### config.mk
export PLATFORM = sky130hd
export DESIGN_NAME = hack_cpu
export DESIGN_NICKNAME = d
export VERILOG_FILES = /design/src/rtl/hack_cpu_pkg.sv /design/src/rtl/alu.sv /design/src/rtl/hack_cpu_pc_counter.sv /design/src/rtl/mux_16.sv /design/src/rtl/hack_cpu.sv
export SDC_FILE = /design/constraint.sdc
export NUM_CORES = 1
export LEC_CHECK = 0
export CORE_MARGIN = 2
export CORE_UTILIZATION = 54
export CTS_CLUSTER_DIAMETER = 120
export DETAILED_ROUTE_END_ITERATION = 7
export GPL_TIMING_DRIVEN = 0
export PLACE_DENSITY = 0.82
export SKIP_LAST_GASP = 1
export SYNTH_ARGS = -nofsm -noshare
export SYNTH_HDL_FRONTEND = slang
export SYNTH_HIERARCHICAL = 1
export SYNTH_SLANG_ARGS = --single-unit
### constraint.sdc
create_clock -name clk -period 6.6 [get_ports clk]
set_clock_uncertainty 0.15 [all_clocks]
set_input_delay 0.66 -clock clk [delete_from_list [all_inputs] [get_ports clk]]
set_output_delay 0.66 -clock clk [all_outputs]
set_load 0.01 [all_outputs]
### src/rtl/hack_cpu_pkg.sv
// Shared constants, decoded-control struct and instruction decoder for the Hack CPU.
package hack_cpu_pkg;

  localparam int WIDTH  = 16;
  localparam int AWIDTH = 15;

  localparam int INSTR_C = 15;
  localparam int INSTR_A = 12;
  localparam int CTRL_HI = 11;
  localparam int CTRL_LO = 6;
  localparam int DEST_A  = 5;
  localparam int DEST_D  = 4;
  localparam int DEST_M  = 3;
  localparam int JLT     = 2;
  localparam int JEQ     = 1;
  localparam int JGT     = 0;

  typedef struct packed {
    logic       is_c;
    logic       sel_m;
    logic [5:0] alu_op;   // {zx, nx, zy, ny, f, no}
    logic       dst_a;
    logic       dst_d;
    logic       dst_m;
    logic       jlt;
    logic       jeq;
    logic       jgt;
  } ctrl_t;

  // Destination and jump bits are masked for A-instructions so they cannot fire.
  function automatic ctrl_t decode(input logic [WIDTH-1:0] instr);
    ctrl_t c;
    c.is_c   = instr[INSTR_C];
    c.sel_m  = instr[INSTR_A];
    c.alu_op = instr[CTRL_HI:CTRL_LO];
    c.dst_a  = instr[INSTR_C] & instr[DEST_A];
    c.dst_d  = instr[INSTR_C] & instr[DEST_D];
    c.dst_m  = instr[INSTR_C] & instr[DEST_M];
    c.jlt    = instr[INSTR_C] & instr[JLT];
    c.jeq    = instr[INSTR_C] & instr[JEQ];
    c.jgt    = instr[INSTR_C] & instr[JGT];
    return c;
  endfunction

endpackage

### src/rtl/alu.sv
// Hack ALU: optional zero/negate on each operand, add or and, optional negate of result.
import hack_cpu_pkg::*;

module alu (
  input  logic [WIDTH-1:0] x_i,
  input  logic [WIDTH-1:0] y_i,
  input  logic             zx_i,
  input  logic             nx_i,
  input  logic             zy_i,
  input  logic             ny_i,
  input  logic             f_i,
  input  logic             no_i,
  output logic [WIDTH-1:0] out_o,
  output logic             zr_o,
  output logic             ng_o
);
  logic [WIDTH-1:0] x0, x1, y0, y1, r;

  always_comb begin
    x0    = zx_i ? '0 : x_i;
    x1    = nx_i ? ~x0 : x0;
    y0    = zy_i ? '0 : y_i;
    y1    = ny_i ? ~y0 : y0;
    r     = f_i ? (x1 + y1) : (x1 & y1);
    out_o = no_i ? ~r : r;
  end

  assign zr_o = (out_o == '0);
  assign ng_o = out_o[WIDTH-1];
endmodule

### src/rtl/hack_cpu_pc_counter.sv
// Program counter: synchronous reset, then load, then increment (wraps mod 2^AWIDTH).
import hack_cpu_pkg::*;

module pc_counter (
  input  logic              clk,
  input  logic              reset,
  input  logic              load_i,
  input  logic [AWIDTH-1:0] din_i,
  output logic [AWIDTH-1:0] pc_o
);
  logic [AWIDTH-1:0] pc_q, pc_d;

  always_comb begin
    pc_d = pc_q + 1'b1;
    if (load_i) pc_d = din_i;
  end

  always_ff @(posedge clk) begin
    if (reset) pc_q <= '0;
    else       pc_q <= pc_d;
  end

  assign pc_o = pc_q;
endmodule

### src/rtl/mux_16.sv
// 16-bit two-way selector: sel_i=1 picks b_i.
import hack_cpu_pkg::*;

module mux_16 (
  input  logic [WIDTH-1:0] a_i,
  input  logic [WIDTH-1:0] b_i,
  input  logic             sel_i,
  output logic [WIDTH-1:0] y_o
);
  assign y_o = sel_i ? b_i : a_i;
endmodule

### src/rtl/hack_cpu.sv
// Single-cycle Hack CPU core: A/D registers, decode, ALU hookup, jump logic and PC.
import hack_cpu_pkg::*;

module hack_cpu (
  input  logic              clk,
  input  logic              reset,
  input  logic [WIDTH-1:0]  instruction,
  input  logic [WIDTH-1:0]  inM,
  output logic [WIDTH-1:0]  outM,
  output logic              writeM,
  output logic [AWIDTH-1:0] addressM,
  output logic [AWIDTH-1:0] pc
);
  ctrl_t            ctrl;
  logic [WIDTH-1:0] a_q, a_d, d_q, d_d;
  logic [WIDTH-1:0] y_sel, alu_out;
  logic             zr, ng, jump;
  logic             unused_ok;

  assign ctrl      = decode(instruction);
  assign unused_ok = ^instruction[14:13];

  mux_16 u_ymux (
    .a_i   (a_q),
    .b_i   (inM),
    .sel_i (ctrl.sel_m),
    .y_o   (y_sel)
  );

  alu u_alu (
    .x_i   (d_q),
    .y_i   (y_sel),
    .zx_i  (ctrl.alu_op[5]),
    .nx_i  (ctrl.alu_op[4]),
    .zy_i  (ctrl.alu_op[3]),
    .ny_i  (ctrl.alu_op[2]),
    .f_i   (ctrl.alu_op[1]),
    .no_i  (ctrl.alu_op[0]),
    .out_o (alu_out),
    .zr_o  (zr),
    .ng_o  (ng)
  );

  assign jump = (ctrl.jlt & ng) | (ctrl.jeq & zr) | (ctrl.jgt & ~zr & ~ng);

  always_comb begin
    a_d = a_q;
    d_d = d_q;
    if (!ctrl.is_c)     a_d = {1'b0, instruction[AWIDTH-1:0]};
    else if (ctrl.dst_a) a_d = alu_out;
    if (ctrl.dst_d)     d_d = alu_out;
  end

  always_ff @(posedge clk) begin
    if (reset) begin
      a_q <= '0;
      d_q <= '0;
    end else begin
      a_q <= a_d;
      d_q <= d_d;
    end
  end

  // Jump target is the pre-edge A, even when the same instruction rewrites A.
  pc_counter u_pc (
    .clk    (clk),
    .reset  (reset),
    .load_i (jump),
    .din_i  (a_q[AWIDTH-1:0]),
    .pc_o   (pc)
  );

  assign outM     = alu_out;
  assign addressM = a_q[AWIDTH-1:0];
  assign writeM   = ctrl.dst_m & ~reset;
endmodule

Word level (Yosys, flattened, before mapping):

Index checks and enable logic that the tools add are counted.

* $add $sub $neg: 2
* eq/ne operators: 1
* multiplexer cells: 10
* bitwise operators: 21
* reductions and logical operators: 2

Operators by type and width (number)
* 16-bit two-way mux: 7
* 16-bit inverter: 3
* 15-bit two-way mux: 3
* 16-bit adder: 1
* 16-bit AND: 1
* 16-bit zero test: 1
* 15-bit by 1-bit adder with 15-bit output (second input constant): 1
* 1-bit AND: 11
* 1-bit inverter: 4
* 2-bit by 1-bit != test with 1-bit output (second input constant): 1
* 1-bit bitwise OR: 2
* 2-bit OR reduction: 1

* register bits after elaboration: 47
* input port bits: 34
* output and inout port bits: 47
* word-level logic and storage cells: 40

Longest topological paths before layout:

Gate-level depths: netlist (run 1).

* word-level depth: 14
* gate-level depth with buffers: 22
* depth with buffers taken out: 18

Modules after synthesis:

Netlist (run 1), hierarchy kept.

By module, submodules not included
* alu: times used 1, cells an instance 271, area each 1930.6 um^2, sequential area each 0.0 um^2
* hack_cpu: times used 1, cells an instance 162, area each 1405.1 um^2, sequential area each 640.6 um^2
* pc_counter: times used 1, cells an instance 97, area each 824.5 um^2, sequential area each 300.3 um^2
* mux_16: times used 1, cells an instance 18, area each 249.0 um^2, sequential area each 0.0 um^2

Worst setup path before layout (run 1):

Ideal clock, no wire load.

* path kind: input to register
* start point: in instruction[8]
* end point: reg u_pc.pc_q[2] (netlist: u_pc/pc_o[2])
* setup time: 0.070 ns
* arrival time: 5.159 ns
* required time: 6.380 ns
* setup slack: 1.220 ns
* cell stages on the path: 20
* path buffers: 4
* path through: clkbuf_1 > clkbuf_1 > xnor2_1 > ha_1 > fa_1 > a21o_2 > a2111oi_2 > a211oi_1 > or4_1 > nand3_1 > nand4_1 > a2111oi_2 > nor2_1 > nand2_1 > a21oi_1 > inv_1 > clkbuf_1 > buf_1 > nand2_1 > a21oi_1

* word-level cells in the longest chain between the ends: 11
* elaborated cells between the ends (all ways): 16
* those cells by class: 1 x add/sub; 4 x mux; 10 x bitwise; 1 x reduce/logical

Ends and longest elaborated chain
* start, declared: RTL line hack_cpu.sv:7 `input logic [WIDTH-1:0] instruction,`
* 16-bit two-way mux *: RTL line alu.sv:23 `y1 = ny_i ? ~y0 : y0;`
* 16-bit adder / 16-bit AND (equally long branches): RTL line alu.sv:24 `r = f_i ? (x1 + y1) : (x1 & y1);`
* 16-bit two-way mux *: RTL line alu.sv:24
* 16-bit inverter: RTL line alu.sv:25 `out_o = no_i ? ~r : r;`
* 16-bit two-way mux *: RTL line alu.sv:25
* 16-bit zero test *: RTL line alu.sv:28 `assign zr_o = (out_o == '0);`
* net zr: RTL line hack_cpu.sv:17 `logic zr, ng, jump;`
* 1-bit inverter: RTL line hack_cpu.sv:44 `assign jump = (ctrl.jlt & ng) | (ctrl.jeq & zr) | (ctrl.jgt & ~zr & ~ng);`
* 1-bit AND (2 in series): RTL line hack_cpu.sv:44
* 1-bit bitwise OR *: RTL line hack_cpu.sv:44
* net jump: RTL line hack_cpu.sv:17
* 15-bit two-way mux *: RTL line hack_cpu_pc_counter.sv:15 `if (load_i) pc_d = din_i;`
* end signal, assigned: RTL line hack_cpu_pc_counter.sv:20 `else pc_q <= pc_d;`
* end, declared: RTL line hack_cpu_pc_counter.sv:11 `logic [AWIDTH-1:0] pc_q, pc_d;`

Mark *: on every way through the listed nets, which the timed path passes. The rest lies on a longest branch.
A chain may end at the register's enable or synchronous reset.

Worst setup path after layout (run 1):

* start point: in instruction[8]
* end point: reg u_pc.pc_q[5] (netlist: u_pc/pc_o[5])

The elaborated chain is that of the path after synthesis.

==> results.ini, run 1 <==
[outcome]
status = finished clean

[critical_path]
r2r.worst_path.cells = 18
cp_data_arrival_time_ns = 6.29
worst_setup_path_start_kind = input pin
crit_fanout = 10
critPathRequiredTime_ns = 6.65
rr_startpoint = a_q[0]$_SDFFE_PP0P_
crit_path_end_kind = register
rrSetupSlack_ns = 1.21
timing.rr.end = u_pc/pc_o[5]$_SDFF_PP0_
path_class = in2reg

[power]
p_comb_frac = 0.552
p_int_uw = 689.3
p_seq_frac = 0.306
pwr-share-clk = 0.143
total_power_mw = 1.154
p_switching_uw = 464.8
peakVddDrop_uv = 112.0
p_per_area_nw_per_um2 = 213.7
p_sw_frac = 0.4027
p_leak_nw = 2.030

[final_layout]
drive_gt1_frac = 0.1092
synthToLayoutAreaGrowth_pct = 22.47
n_fill_cell = 684
fin_util = 0.6917
postLayoutCellArea_um2 = 5400
finalNetCount = 685
num_antenna_cells = 0

[clocking]
clk_pin_slew_ns = 0.08
clockBufferDepth = 2
clock-root-buffer = clkbuf_8
cts_tree = done
htree_levels = 2
numCtsBuffers = 5
cts_sinks = 47
insertion_delay_ns = 0.30

[detailed_routing]
vias_per_cell = 6.082
vias = 4464
drc_errors = 0
first_pass_iters = 5
wire_per_inst_um = 18.33
ant_nets = 0
totalWireLength_um = 13460
first_iter_violations = 409

[floorplanning]
num_rows = 32
start_util = 0.5647
die_area_um2 = 8904
die_w_um = 94.36
core_area_um2 = 7807
die-height_um = 94.36
io_pins = 81

[logic_synthesis]
ys_ff_latch = 47
syn_inst = 548
synth_area_um2 = 4409
ys_top_cells_by_area = dfxtp_1 21%, xnor2_1 9.3%, nand2b_1 5.1%
synth.most_common_cell = nand2_1
synth-edff-count = 0
yosysTopAreaCellShare = 0.2134
ys_seq_area_frac = 0.2134
ys_async_sr_fraction = 0
yosys_warnings = 6
synth.distinct_cells = 73
yosys_most_used_dff = dfxtp_1
synth.avg_cell_area_um2 = 8.046
synthTopCellsByCount = 53 x nand2_1, 47 x dfxtp_1, 47 x xnor2_1
syn-num-nets = 600
synth_top_area_cell = dfxtp_1

[sta]
hold_viol = 0
whs_ns = 0.3111
setup_viol = 0
fmax_mhz = 160.3
rsz0062_at_grt = no
min_period_ns = 6.238
slew_viol_final = 0
tightest_slew_ns = 0.6767
max_slew_margin = 0.5489
period_share = 0.9451
finalWorstSetupSlack_ns = 0.3625

[placement]
dpl.hpwl_um = 10780
place_ws_ns = -0.3739
place_area_um2 = 5328
place.gp.congestion = 0.9368
portBuffers = 79

[global_routing]
antenna_found_initial = 0
grt_pass1_wl_um = 21280
grt_max_degree = 13
grt-ovfl-total = 0
grt_pass1_vias = 4136
grt_usage = 0.3046

[job]
maxCapViolCount = 0

[hold_path]
hold_path_class = reg2reg
min_to = d_q[0]$_SDFFE_PP0P_
whs_path_depth = 2
worstHoldStart = d_q[0]$_SDFFE_PP0P_

timing repair:
action | CTS | global route
hold buffers | 0 | 0
resized for setup | 1 | 2
setup endpoints to repair | 10 | 11
setup buffers | 0 | 0
stage by stage:
stage | TNS, ns | instances
4_1_cts | 0 | 735
6_report | 0 | 734
3_3_place_gp | -2.579 | 729
5_1_grt | 0 | 734
3_5_place_dp | -3.658 | 729
2_1_floorplan | 0 | 548
critical path: stages:
cell             delay (ns)
clkdlybuf4s50_1        0.73
clkbuf_2               0.41
xnor2_1                0.13
ha_1                   0.26
fa_1                   0.45
a21o_2                 0.23
a2111oi_2              0.48
a211oi_1               0.22
or4_1                  0.56
nand3_1                0.17
nand4_1                0.15
a2111oi_2              0.57
a22oi_1                0.12
a21oi_1                0.23
inv_1                  0.10
clkbuf_1               0.25
clkbuf_2               0.29
a311oi_1               0.28
power groups by stage:
stage / Clock [mW] / Sequential, mW / Combinational, mW
global route: 0.177 / 0.357 / 0.683
detailed placement: 0 / 0.359 / 0.624
CTS: 0.166 / 0.352 / 0.628
floorplan: 0 / 0.353 / 0.399
finish: 0.165 / 0.353 / 0.637
global placement: 0 / 0.357 / 0.612
state kept, by name, summed over array words and instances, names as in the netlist:
signal,count
u_pc/pc_o,15
d_q,16
a_q,16
how the worst max path moves through the flow:
stage	startpoint	to	slack (ns)	cells past startpoint
3_5_place_dp	instruction[8]	u_pc/pc_o[5]$_SDFF_PP0_	-0.37	20
4_1_cts	instruction[8]	u_pc/pc_o[4]$_SDFF_PP0_	0.20	20
6_report	instruction[8]	u_pc/pc_o[5]$_SDFF_PP0_	0.36	18
2_1_floorplan	instruction[8]	u_pc/pc_o[2]$_SDFF_PP0_	1.22	20
5_1_grt	instruction[8]	u_pc/pc_o[2]$_SDFF_PP0_	0.11	20
3_3_place_gp	instruction[8]	u_pc/pc_o[2]$_SDFF_PP0_	-0.27	21
cell families after synthesis:
logic type,count (synthesis),synth area share
xor gates and xnor gates,49,0.09733
buffers and inverters,68,0.09024
AOI/OAI and AO/OA,120,0.2049
muxes,37,0.09705
adders and majority gates,18,0.05278
DFF,47,0.2134
and+or+nand+nor,209,0.2443
area by class of cell:
cell class	instances	area, µm²	area share
Clock buffer	6	72.57	0.01344
Buffer	51	337.8	0.06256
Inverter	16	60.06	0.01112
Multi-Input combinational cell	433	3070	0.5686
Tap cell	102	127.6	0.02363
Timing Repair Buffer	79	790.8	0.1464
Sequential cell	47	940.9	0.1742
metal layers:
| layer | part of all wire | wire length [µm] | up-vias | global-route usage |
|---|---|---|---|---|
| met3 | 0.081 | 1095 | 13 | 0.03990 |
| li1 | - | - | 2125 | - |
| met4 | 0.0076 | 102 | 0 | 0.04227 |
| met1 | 0.45 | 6067 | 2120 | 0.4341 |
| met2 | 0.46 | 6191 | 206 | 0.5054 |
| met5 | 0 | 0 | - | 0 |
cell usage in the layout (no fill, tap or decap), types with 3 or more instances in the layout:
| master | count |
|---|---|
| clkdlybuf4s50_1 | 79 |
| nand2_1 | 53 |
| dfxtp_1 | 47 |
| xnor2_1 | 47 |
| nor2_1 | 45 |
| nand2b_1 | 36 |
| a21oi_1 | 28 |
| mux2i_1 | 21 |
| a211oi_1 | 20 |
| clkbuf_1 | 18 |
| buf_4 | 18 |
| ha_1 | 17 |
| inv_1 | 14 |
| nand3_1 | 14 |
| mux2_4 | 10 |
| or4_1 | 9 |
| o21ai_0 | 8 |
| nor3_1 | 8 |
| or3_1 | 8 |
| a311oi_1 | 8 |
| and3_1 | 6 |
| nand4_1 | 6 |
| nor4_1 | 6 |
| mux2_2 | 6 |
| buf_6 | 5 |
| clkbuf_8 | 5 |
| o21a_1 | 5 |
| o31ai_1 | 5 |
| buf_2 | 4 |
| a21o_1 | 4 |
| and2_1 | 3 |
| clkbuf_2 | 3 |
| o21ai_1 | 3 |
| o211ai_1 | 3 |
| a31oi_1 | 3 |
| nor2b_1 | 3 |
| a2111oi_1 | 3 |
No activity file was read; power rests on OpenSTA's default activity.
==> run 2, diff against run 1 <==
--- a/config.mk
+++ b/config.mk
@@ -11,6 +11,7 @@
 export DETAILED_ROUTE_END_ITERATION = 7
 export GPL_TIMING_DRIVEN = 0
 export PLACE_DENSITY = 0.82
+export REMOVE_ABC_BUFFERS = 1
 export SKIP_LAST_GASP = 1
 export SYNTH_ARGS = -nofsm -noshare
 export SYNTH_HDL_FRONTEND = slang
==> results.ini, run 2 (synthesis results as in run 1) <==
[outcome]
status = finished, violations left  ; was finished clean
violations = design-rule violations

[detailed_routing]
wire_per_inst_um = 17.10  ; was 18.33 µm
vias_per_cell = 6.087  ; was 6.082
vias = 4176  ; was 4464
totalWireLength_um = 11730  ; was 13460 µm
ant_nets = 0  ; unchanged
first_iter_violations = 279  ; was 409
drc_errors = 1  ; was 0
first_pass_iters = 7  ; was 5

[final_layout]
synthToLayoutAreaGrowth_pct = 16.63  ; was 22.47%
drive_gt1_frac = 0.07363  ; was 0.1092
fin_util = 0.6587  ; was 0.6917
finalNetCount = 635  ; was 685
postLayoutCellArea_um2 = 5142  ; was 5400 µm²
final_cell_mix = 76 x clkdlybuf4s50_1, 53 x nand2_1, 47 x dfxtp_1, 47 x xnor2_1, 45 x nor2_1  ; was 79 x clkdlybuf4s50_1, 53 x nand2_1, 47 x dfxtp_1, 47 x xnor2_1, 45 x nor2_1
num_antenna_cells = 0  ; unchanged
seqCellArea_um2 = 940.9  ; unchanged
multi_input_area_um2 = 3082  ; was 3070 µm²
layout_commonest_cell = clkdlybuf4s50_1  ; unchanged
n_fill_cell = 646  ; was 684

[placement]
place_area_um2 = 4995  ; was 5328 µm²
place.gp.congestion = 0.9145  ; was 0.9368
portBuffers = 80  ; was 79
dpl.hpwl_um = 8518  ; was 10780 µm

[critical_path]
cp_data_arrival_time_ns = 6.19  ; was 6.29 ns
critical_path.max_stage_delay_ns = 0.70  ; was 0.73 ns
worst_setup_path_start_kind = input pin  ; unchanged
path_class = in2reg  ; unchanged
crit_path_end_kind = register  ; unchanged
cp_slowest_cell = clkdlybuf4s50_1  ; unchanged
critPathRequiredTime_ns = 6.65  ; about the same
crit_fanout = 21  ; was 10
crit_chain = clkdlybuf4s50_1 > nand2b_1 > xnor2_1 > ha_1 > fa_1 > a211oi_1 > o21ai_1 > a2111oi_0 > nor3b_1 > xnor2_1 > or3_1 > a2111oi_2 > nor2_1 > nand2_1 > a21oi_4 > inv_1 > nor2_1 > a2111oi_1  ; was clkdlybuf4s50_1 > clkbuf_2 > xnor2_1 > ha_1 > fa_1 > a21o_2 > a2111oi_2 > a211oi_1 > or4_1 > nand3_1 > nand4_1 > a2111oi_2 > a22oi_1 > a21oi_1 > inv_1 > clkbuf_1 > clkbuf_2 > a311oi_1

[sta]
fmax_mhz = 162.8  ; was 160.3 MHz
min_period_ns = 6.142  ; was 6.238 ns
hold_viol = 0  ; unchanged
tightest_slew_ns = 1.070  ; was 0.6767 ns
whs_ns = 0.3085  ; was 0.3111 ns
slew_viol_final = 0  ; unchanged
period_share = 0.9306  ; was 0.9451
setup_viol = 0  ; unchanged
rsz0062_at_grt = no  ; unchanged
max_slew_margin = 0.2842  ; was 0.5489

[global_routing]
grt-ovfl-total = 0  ; unchanged
grt_pass1_vias = 3839  ; was 4136
grt_usage = 0.2650  ; was 0.3046
antenna_found_initial = 0  ; unchanged
grt_max_degree = 49  ; was 13
grt_pass1_wl_um = 18960  ; was 21280 µm

[floorplanning]
die_area_um2 = 8904  ; unchanged
core_area_um2 = 7807  ; unchanged
num_rows = 32  ; unchanged
die_w_um = 94.36  ; unchanged
die-height_um = 94.36  ; unchanged
io_pins = 81  ; unchanged
start_util = 0.5647  ; unchanged

[clocking]
clockBufferDepth = 2  ; unchanged
cts_sinks = 47  ; unchanged
insertion_delay_ns = 0.31  ; was 0.30 ns
cts_hold_buf = 0  ; unchanged
cts_tree = done  ; unchanged
htree_levels = 2  ; unchanged
clock-root-buffer = clkbuf_8  ; unchanged
clk_pin_slew_ns = 0.09  ; was 0.08 ns
numCtsBuffers = 5  ; unchanged

[power]
peakVddDrop_uv = 158.1  ; was 112.0 µV
p_int_uw = 748.6  ; was 689.3 µW
p_comb_frac = 0.495  ; was 0.552
p_seq_frac = 0.291  ; was 0.306
p_switching_uw = 455.1  ; was 464.8 µW
pwr-share-clk = 0.214  ; was 0.143
p_sw_frac = 0.3781  ; was 0.4027
p_leak_nw = 1.890  ; was 2.030 nW
p_per_area_nw_per_um2 = 234.1  ; was 213.7 nW/µm²
total_power_mw = 1.204  ; was 1.154 mW

[job]
maxCapViolCount = 0  ; unchanged

[hold_path]
hold_path_class = reg2reg  ; unchanged

run 2: cell types whose count changed in the layout (fill, tap and decap cells not counted):
cell,delta
buf_4,-18
clkbuf_1,-18
buf_6,-5
buf_2,-3
clkdlybuf4s50_1,-3
buf_1,-2
buf_12,-2
bufinv_16,+2
clkbuf_2,-2
dlymetal6s2s_1,+2
a21oi_1,-1
a21oi_4,+1
clkinvlp_4,+1
run 2: worst paths after layout:
check                                    startpoint                  endpoint  slack [ns]  cells after the start
worst max-delay path                instruction[11]  u_pc/pc_o[14]$_SDFF_PP0_        0.46                     18
worst min-delay path            d_q[1]$_SDFFE_PP0P_       d_q[1]$_SDFFE_PP0P_        0.31                      2
worst max register to register  a_q[0]$_SDFFE_PP0P_  u_pc/pc_o[14]$_SDFF_PP0_        1.15                     18
worst min register to register  d_q[1]$_SDFFE_PP0P_       d_q[1]$_SDFFE_PP0P_        0.31                      2
run 2: routing by layer:
layer | global-route usage | routed length (µm) | vias up
met5 | 0 | 0 | -
met4 | 0.09300 | 250 | 0
met2 | 0.4411 | 5566 | 176
met3 | 0.03671 | 714 | 23
met1 | 0.3520 | 5203 | 1949
li1 | - | - | 2028
run 2: final cells by class:
class,instances,area share
sequential,47,0.1830
tap,102,0.02482
timing repair buffer,80,0.1547
inverter,16,0.01168
clock inverter,3,0.01314
multi-input combinational,433,0.5993
clock buffer,5,0.01338
run 2: critical path: cells and delay by family:
family	cells	cell delay (ns)
xor+xnor	2	0.38
buf+inv	2	1.19
simple gates	6	1.23
fa+ha+maj	2	0.76
compound gates	6	1.96
run 2: what timing repair did:
item,CTS,global route
endpoints found under the hold margin,0,0
setup endpoints to repair,12,12
gates resized for setup,2,5
cloned,0,0
setup buffers,0,0
run 2: stage by stage:
stage / TNS, ns / setup WS (ns) / std cells
after floorplan: 0 / 1.473 / 496
after global placement: -10.28 / -0.8306 / 678
after detailed placement: -11.05 / -0.8695 / 678
after CTS: 0 / 0.07055 / 686
after global routing: 0 / 0.1007 / 686
final: 0 / 0.4577 / 686
run 2: power by group through the flow:
stage / combinational [mW] / clock [mW] / sequential (mW)
CTS: 0.588 / 0.261 / 0.350
detailed placement: 0.583 / 0 / 0.355
floorplan: 0.353 / 0 / 0.358
finish: 0.596 / 0.258 / 0.350
global route: 0.645 / 0.269 / 0.355
global placement: 0.571 / 0 / 0.354
==> run 3, diff against run 2 <==
--- a/config.mk
+++ b/config.mk
@@ -6,11 +6,10 @@
 export NUM_CORES = 1
 export LEC_CHECK = 0
 export CORE_MARGIN = 2
-export CORE_UTILIZATION = 54
+export CORE_UTILIZATION = 40
 export CTS_CLUSTER_DIAMETER = 120
 export DETAILED_ROUTE_END_ITERATION = 7
 export GPL_TIMING_DRIVEN = 0
-export PLACE_DENSITY = 0.82
 export REMOVE_ABC_BUFFERS = 1
 export SKIP_LAST_GASP = 1
 export SYNTH_ARGS = -nofsm -noshare
==> results.ini, run 3 (synthesis results as in run 1) <==
[outcome]
status = finished clean  ; was finished, violations left

[hold_path]
whs_path_depth = 2  ; unchanged
min_to = d_q[3]$_SDFFE_PP0P_  ; was d_q[1]$_SDFFE_PP0P_
hold_path_class = reg2reg  ; unchanged
worstHoldStart = d_q[3]$_SDFFE_PP0P_  ; was d_q[1]$_SDFFE_PP0P_

[detailed_routing]
first_pass_iters = 5  ; was 7
drc_errors = 0  ; was 1
vias = 4058  ; was 4176
vias_per_cell = 5.597  ; was 6.087
first_iter_violations = 234  ; was 279
totalWireLength_um = 12460  ; was 11730 µm
wire_per_inst_um = 17.18  ; was 17.10 µm
ant_nets = 0  ; unchanged

[critical_path]
timing.rr.end = u_pc/pc_o[13]$_SDFF_PP0_  ; was u_pc/pc_o[14]$_SDFF_PP0_
rr_startpoint = a_q[0]$_SDFFE_PP0P_  ; unchanged
rrSetupSlack_ns = 1.25  ; was 1.15 ns
r2r.worst_path.cells = 17  ; was 18
crit_path_end_kind = register  ; unchanged
path_class = in2reg  ; unchanged
critPathRequiredTime_ns = 6.61  ; was 6.65 ns
worst_setup_path_start_kind = input pin  ; unchanged
crit_fanout = 17  ; was 21
cp_data_arrival_time_ns = 6.10  ; was 6.19 ns

[sta]
min_period_ns = 6.092  ; was 6.142 ns
setup_viol = 0  ; unchanged
tightest_slew_ns = 1.147  ; was 1.070 ns
whs_ns = 0.3104  ; was 0.3085 ns
rsz0062_at_grt = no  ; unchanged
max_slew_margin = 0.2327  ; was 0.2842
hold_viol = 0  ; unchanged
slew_viol_final = 0  ; unchanged
fmax_mhz = 164.2  ; was 162.8 MHz
period_share = 0.9230  ; was 0.9306

[floorplanning]
die_area_um2 = 11880  ; was 8904 µm²
io_pins = 81  ; unchanged
core_area_um2 = 10790  ; was 7807 µm²
start_util = 0.4085  ; was 0.5647
die_w_um = 109.0  ; was 94.36 µm
num_rows = 38  ; was 32
die-height_um = 109.0  ; was 94.36 µm

[final_layout]
n_fill_cell = 1086  ; was 646
stdcell_count = 725  ; was 686
final_cell_mix = 76 x clkdlybuf4s50_1, 53 x nand2_1, 47 x dfxtp_1, 47 x xnor2_1, 45 x nor2_1  ; unchanged
postLayoutCellArea_um2 = 5156  ; was 5142 µm²
layout_commonest_cell = clkdlybuf4s50_1  ; unchanged
finalNetCount = 636  ; was 635
synthToLayoutAreaGrowth_pct = 16.94  ; was 16.63%
drive_gt1_frac = 0.07521  ; was 0.07363
num_antenna_cells = 0  ; unchanged
multi_input_area_um2 = 3082  ; unchanged
seqCellArea_um2 = 940.9  ; unchanged

[clocking]
numCtsBuffers = 5  ; unchanged
htree_levels = 2  ; unchanged
cts_sinks = 47  ; unchanged
insertion_delay_ns = 0.32  ; was 0.31 ns
clk_pin_slew_ns = 0.09  ; about the same
clockBufferDepth = 2  ; unchanged
clock-root-buffer = clkbuf_8  ; unchanged
cts_tree = done  ; unchanged

[placement]
place.gp.congestion = 0.8323  ; was 0.9145
portBuffers = 80  ; unchanged
place_area_um2 = 5042  ; was 4995 µm²
dp.cells = 716  ; was 678
dpl.hpwl_um = 9072  ; was 8518 µm

[global_routing]
grt_usage = 0.2140  ; was 0.2650
grt-ovfl-total = 0  ; unchanged
grt_pass1_vias = 3767  ; was 3839
grt_max_degree = 49  ; unchanged
antenna_found_initial = 0  ; unchanged
grt_pass1_wl_um = 20050  ; was 18960 µm

[job]
maxCapViolCount = 0  ; unchanged

[power]
p_leak_nw = 1.865  ; was 1.890 nW
p_per_area_nw_per_um2 = 219.9  ; was 234.1 nW/µm²
peakVddDrop_uv = 102.3  ; was 158.1 µV

## run 3: where the power goes
part           switching [mW]  internal [mW]  total, mW  leakage (nW)
sequential             0.0336          0.316      0.349         0.388
combinational           0.319          0.283      0.602          1.44
clock                   0.109         0.0744      0.183        0.0412
total                   0.461          0.673       1.13          1.86
## run 3: worst max path at each step
| stage | to | depth (start not counted) | startpoint |
|---|---|---|---|
| after floorplan | u_pc/pc_o[10]$_SDFF_PP0_ | 17 | instruction[12] |
| after global placement | u_pc/pc_o[13]$_SDFF_PP0_ | 18 | instruction[12] |
| after detailed placement | u_pc/pc_o[13]$_SDFF_PP0_ | 18 | instruction[12] |
| after CTS | u_pc/pc_o[13]$_SDFF_PP0_ | 16 | instruction[10] |
| after global routing | u_pc/pc_o[7]$_SDFF_PP0_ | 17 | instruction[11] |
| final | u_pc/pc_o[13]$_SDFF_PP0_ | 17 | instruction[11] |
## run 3: area by class of cell
cell class,count,area share
clock buffers,6,0.01407
clock inverters,2,0.002427
repair buffers,80,0.1555
flip-flops and latches,47,0.1825
repair inverters,1,0.001456
inverters,16,0.01238
multi-input cells,433,0.5977
well taps,140,0.03397
## run 3: what timing repair did
action | in CTS | in global routing
endpoints found under the setup margin | 15 | 12
buffers inserted | 0 | 0
hold buffers | 0 | 0
hold endpoints to repair | 0 | 0
gates cloned | 0 | 1
gates resized for setup | 4 | 5
## run 3: critical path, cell delays in order
cell and delay, ns:
clkdlybuf4s50_1 0.74, nand2b_1 0.31, xnor2_1 0.13, ha_1 0.31, fa_1 0.45, a21o_2 0.23, a2111oi_2 0.40, a211oi_1 0.19
or4_1 0.54, nand3_1 0.14, nand4_1 0.15, a2111oi_2 0.58, a22oi_1 0.18, a21oi_4 0.45, clkinvlp_4 0.36, nor2_1 0.18
a2111oi_1 0.07
## run 3: layer usage
layer	global-route usage	share of wire	vias up
li1	-	-	2024
met1	0.2894	0.47	1942
met2	0.3629	0.48	86
met3	0.03048	0.042	6
met4	0.04212	0.0087	0
met5	0	0	-
## run 3: through the flow
stage          worst slack (ns)  power [mW]    util  TNS, ns
3_5_place_dp             -1.050      0.9488  0.4672   -13.26
3_3_place_gp             -1.080      0.9401  0.4677   -13.38
2_1_floorplan             1.473      0.7107       -        0
5_1_grt                  0.1443       1.208  0.4777        0
4_1_cts                 0.03064       1.134  0.4755        0
6_report                 0.5084       1.134  0.4777        0
